--- src/rtl/key_sync_debounce.sv ---
// key_sync_debounce: four-key synchronizer and debouncer with press/release pulses
// and a fixed-priority note selector (c5 > ab4 > e4 > c4).
module key_sync_debounce #(
    parameter int SYNC_STAGES     = 2,
    parameter int DEBOUNCE_CYCLES = 500000,
    parameter int CNT_W           = 19
) (
    input  logic       clk_50MHz,
    input  logic       reset,
    input  logic       c4,
    input  logic       e4,
    input  logic       ab4,
    input  logic       c5,
    output logic       result_c4,
    output logic       result_e4,
    output logic       result_ab4,
    output logic       result_c5,
    output logic       press_c4,
    output logic       press_e4,
    output logic       press_ab4,
    output logic       press_c5,
    output logic       release_c4,
    output logic       release_e4,
    output logic       release_ab4,
    output logic       release_c5,
    output logic [1:0] note_code,
    output logic       note_valid
);
    localparam logic [CNT_W-1:0] CNT_MAX = CNT_W'(DEBOUNCE_CYCLES - 1);
    logic [3:0] raw, r, press, rel;
    assign raw = {c5, ab4, e4, c4};
    for (genvar k = 0; k < 4; k++) begin : g_key
        logic [SYNC_STAGES-1:0] sync;
        logic [CNT_W-1:0]       cnt;
        logic                   s, r_q, press_q, rel_q;
        assign s = sync[SYNC_STAGES-1];
        // pulses are registered alongside r so they coincide with the level change
        always_ff @(posedge clk_50MHz or posedge reset) begin
            if (reset) begin
                sync    <= '0;
                cnt     <= '0;
                r_q     <= 1'b0;
                press_q <= 1'b0;
                rel_q   <= 1'b0;
            end else begin
                sync    <= {sync[SYNC_STAGES-2:0], raw[k]};
                press_q <= 1'b0;
                rel_q   <= 1'b0;
                if (s == r_q) begin
                    cnt <= '0;
                end else if (cnt < CNT_MAX) begin
                    cnt <= cnt + 1'b1;
                end else begin
                    cnt     <= '0;
                    r_q     <= s;
                    press_q <= s;
                    rel_q   <= ~s;
                end
            end
        end
        assign r[k]     = r_q;
        assign press[k] = press_q;
        assign rel[k]   = rel_q;
    end
    always_ff @(posedge clk_50MHz or posedge reset) begin
        if (reset) begin
            note_code  <= 2'd0;
            note_valid <= 1'b0;
        end else begin
            note_valid <= |r;
            if (|r)
                note_code <= r[3] ? 2'd3 : r[2] ? 2'd2 : r[1] ? 2'd1 : 2'd0;
        end
    end
    assign {result_c5, result_ab4, result_e4, result_c4}     = r;
    assign {press_c5, press_ab4, press_e4, press_c4}         = press;
    assign {release_c5, release_ab4, release_e4, release_c4} = rel;
endmodule

--- config.mk ---
export PLATFORM = sky130hd
export DESIGN_NAME = key_sync_debounce
export DESIGN_NICKNAME = d
export VERILOG_FILES = /design/src/rtl/key_sync_debounce.sv
export SDC_FILE = /design/constraint.sdc
export NUM_CORES = 1
export LEC_CHECK = 0
export BUFFER_PORTS_ARGS = -buffer_cell sky130_fd_sc_hd__buf_2
export CAP_MARGIN = 20
export CORE_ASPECT_RATIO = 0.8
export CORE_MARGIN = 2
export CORE_UTILIZATION = 45
export DETAILED_ROUTE_END_ITERATION = 16
export SETUP_SLACK_MARGIN = 0.02
export SLEW_MARGIN = 25
export SYNTH_ARGS = -nofsm -noshare
export SYNTH_HDL_FRONTEND = slang
export SYNTH_SLANG_ARGS = --single-unit
--- constraint.sdc ---
create_clock -name clk_50MHz -period 4.65 [get_ports clk_50MHz]
set_input_delay 0.465 -clock clk_50MHz [delete_from_list [all_inputs] [get_ports clk_50MHz]]
set_output_delay 0.465 -clock clk_50MHz [all_outputs]
set_load 0.02 [all_outputs]
==> results.txt <==
- In this design, the stage delay of the slowest critical-path cell is roughly 0.44 ns.
- The run finished with clean final reports.
- Sequential standard cell area: 2480 um^2
- Initial antenna violation count: 0
- Ordered cell list for the critical path: or3_1 > o21a_1 > o21ai_2 > mux2_1
- The first global-routing pass estimated about 14,000 um of wire.
* Die ar.: approximately 11,000 um^2
- Worst min path class: input pin to async pin
- The number of setup buffers added after CTS is 0.
* Post-layout instance area: just over 5000 um^2
- For met2 alone, demand over resource in global routing was 0.259.
- Final weighted congestion in routability-driven placement: roughly 0.8
- Based on the critical path, the design can be clocked at up to between 0.5 and 0.6 GHz.
- Diodes inserted: 0
* Post-detailed-route wirelength per cell: roughly 14 um
- Of the total power, the clock network draws 0.459.
- Dividing total power by cell area gives a power density of 333 nW/um^2.
- Pin count of the biggest net entering global routing: 54
- Ys async rst share: 1.00
- Met1 global-route usage: 0.221
- Met3 usage: 0.0453
- Post-cts sizing count: 0
- Input and output buffers added on the ports amount to 20.
* Crit-path leading delay family: flip-flops
- At the worst endpoint, the arrival time is approximately 1.9 ns.
- The worst register-to-register path ends at result_ab4$_DFFE_PP0P_.
* Count of nets after finishing: 462
- The setup check on the worst reg-to-reg path leaves a slack of between 2 and 3 ns.
- Dividing the synthesized area by the synthesized cell count gives ~11 um^2.
* Total overflow reported by the global router: 0
- DIE WIDTH: 118 um
* Critical path start-end classification: flip-flop to flip-flop
- Clock root buffer: clkbuf_16
- Setup violations remaining at the end of the flow were counted as 0.
* I/O pin total: 21
- Data required time of the worst path: slightly below 5 ns
* DRC violation count after routing: 0
- Buffers inserted to repair hold after CTS numbered 0.
- The synthesized netlist occupies a cell area of 4650 um^2.
* Kind of end point of the critical path: flip-flop
* RSZ-0062 raised after global routing: false
* Final Max Slew Viols: 0
- In this run the power spent charging and discharging nets is approximately 0.00037 W.
- The worst-case IR drop observed on VDD is ~0.18 mV.
* FP Rows: 33
- The worst register-to-register path begins at g_key[2].cnt[7]$_DFF_PP0_.
- Power share of the sequential group: 0.512
- Final Hold Slack: 0.210 ns
- After detailed routing, the total wire length is a little over 8000 um.
- In the final timing run, aggregate negative setup slack is 0 ns.
- TritonCTS clock tree: done
- Fraction of the yosys area taken by sequential cells: 0.533
- Dividing the detail-routed via count by the number of cells gives 4.99.
* Post-synthesis sequential element count: 99
- Bufs on Longest Clock Path: 2
- The pre-antenna-repair detailed-routing pass consisted of 4 iterations.
* Maximum level of the CTS H-tree: 3
- Measured against its own limit, the worst slew margin works out to 0.574.
* DP HPWL: 5460 um
- The initial utilization of the core area, before any placement, comes to 0.458.
* Last element of the critical path: result_ab4$_DFFE_PP0P_
- The analysis attributes to cell leakage a power of ~2.3 nW.
* Global-route usage over all layers: 0.163
* Proportion of layout cells with a drive suffix above 1: 0.158
- From bottom edge to top edge, the die measures 94.9 um.
* Routed vias: 2,979
- Fill cells in the final layout number 938.
- Post-detailed-placement cell area: slightly below 5000 um^2
- Clock latency on the worst-skew pair: roughly 0.34 ns
- CTS sink cnt: 99
* Final core utilization: 0.511
- For the pin with the worst max-slew slack, the measured transition is between 0.6 and 0.7 ns.
* Number of gates on the worst path with buffers counted: 4
* Crit share post-route: 0.366
* Switching Share: 0.214
* Number of flops mapped to enable cells by yosys: 0
* Worst-path clk slew: ~0.070 ns
* Count of maximum capacitance violations: 0
* Area of the core region: around 10,000 um^2
* Cell internal power dissipation: approximately 0.0014 W
- In the synthesized netlist, the number of instances is ~430.
- The number of global-route vias before repair came to between 3,000 and 4,000.
- Summing all multi-input logic gate instances after layout gives about 2100 um^2.
* R2R cell count: 4
- Worst-case clock skew: between 0.005 and 0.006 ns
- Starting DRC count in detailed routing: 138
- The most critical setup path has its startpoint at g_key[2].cnt[7]$_DFF_PP0_.
- The most used flip-flop cell after synthesis is dfrtp_1.
- Area growth from synthesis to layout: 11.6%
- During synthesis, Yosys emitted a total of 0 warnings.
* Synth unique cells: 50
- The critical path contains buffers and inverters numbering 0 combined.
- Most congested layer reported by global routing: met2
* Residual antenna-violating net count after detailed routing: 0
- Tmin final: around 1.7 ns
- Counting every net in the synthesized netlist gives 436.
- Total clock buffers created by CTS: 9
- The hold violation count in the final report came to 0.
- In this run the worst path has a maximum fanout of 6.
- Startpoint kind of the worst setup timing path: flip-flop
- Critical path's slowest cell: dfrtp_1
- The share of total power dissipated in combinational logic is 0.029.
[cells in the mapped netlist (all sizes together), types with 2 or more instances]
library cell,instances,share of area
and2,3,0.0040
nand3,32,0.037
dfrtp,99,0.53
and4,5,0.010
a21oi,5,0.0062
nor2,88,0.087
nand2,29,0.026
buf,6,0.013
xnor2,27,0.051
nor4,6,0.016
nor3,10,0.014
nand4,15,0.027
ha,4,0.011
o21a,2,0.0032
inv,7,0.0056
or3,2,0.0027
o211a,2,0.0043
xor2,41,0.077
o211ai,2,0.0043
and3,14,0.019
nor3b,7,0.011
o21ai,7,0.0091
mux2,4,0.010
[cell families after synthesis]
group / share of synthesized area
mux: 0.0105
xor+xnor: 0.128
simple gates: 0.257
flops: 0.533
buf+inv: 0.0191
fa+ha+maj: 0.0108
compound gates: 0.0420
[area by class of cell]
cell class | instances | area share
Clock buffer | 10 | 0.0441
Clock inverter | 6 | 0.0171
Inverter | 7 | 0.00554
Multi-Input combinational cell | 314 | 0.402
Sequential cell | 99 | 0.477
Tap cell | 140 | 0.0337
Timing Repair Buffer | 21 | 0.0207
[routing by layer]
layer	up-vias	share of wire	routed length, um
met4	0	0.012	101
li1	1499	-	-
met5	-	0	0
met3	9	0.024	193
met1	1451	0.51	4130
met2	20	0.45	3680
[sequential cells by signal (all words and copies together), names as in the netlist]
name         count
press_c4         1
note_valid       1
g_key.sync       8
release_e4       1
result_ab4       1
press_c5         1
result_c5        1
note_code        2
g_key.cnt       76
result_e4        1
press_ab4        1
press_e4         1
release_c5       1
result_c4        1
release_c4       1
release_ab4      1
[how the worst min path moves through the flow]
stage                                       endpoint  cells past startpoint
after CTS                 g_key[1].sync[0]$_DFF_PP0_                      1
after detailed placement  g_key[2].sync[1]$_DFF_PP0_                      0
after global routing      g_key[2].sync[0]$_DFF_PP0_                      1
final                     g_key[2].cnt[10]$_DFF_PP0_                      2
after floorplan           g_key[0].sync[1]$_DFF_PP0_                      0
after global placement    g_key[2].sync[1]$_DFF_PP0_                      0
[power by group through the flow]
stage                     Clock [W]  Sequential [W]  Combinational (W)
final                      0.000793        0.000886          0.0000502
after global routing       0.000853        0.000887          0.0000596
after CTS                  0.000819        0.000885          0.0000528
after detailed placement          0        0.000902          0.0000523
after global placement            0        0.000901          0.0000517
after floorplan                   0        0.000899          0.0000420
[layout by cell type (no fill, tap or decap), types with 5 or more instances in the layout]
cell type and count:
clkbuf_16 9, nand3_1 30, and3_1 14, nand4_1 13, xor2_1 41, nand2_1 26
nor2_4 9, inv_1 6, dfrtp_1 99, xnor2_1 27, nor3b_1 7, o21ai_0 5
nor2_1 77, nor3_1 7, buf_2 20
[through the flow]
stage	total power [W]	cells	setup WS [ns]
floorplan	0.000941	426	1.59
global placement	0.000953	581	2.97
detailed placement	0.000954	581	2.95
CTS	0.00176	597	2.94
global route	0.00180	597	2.69
finish	0.00173	597	2.95
Power figures use the tool's default switching activity.
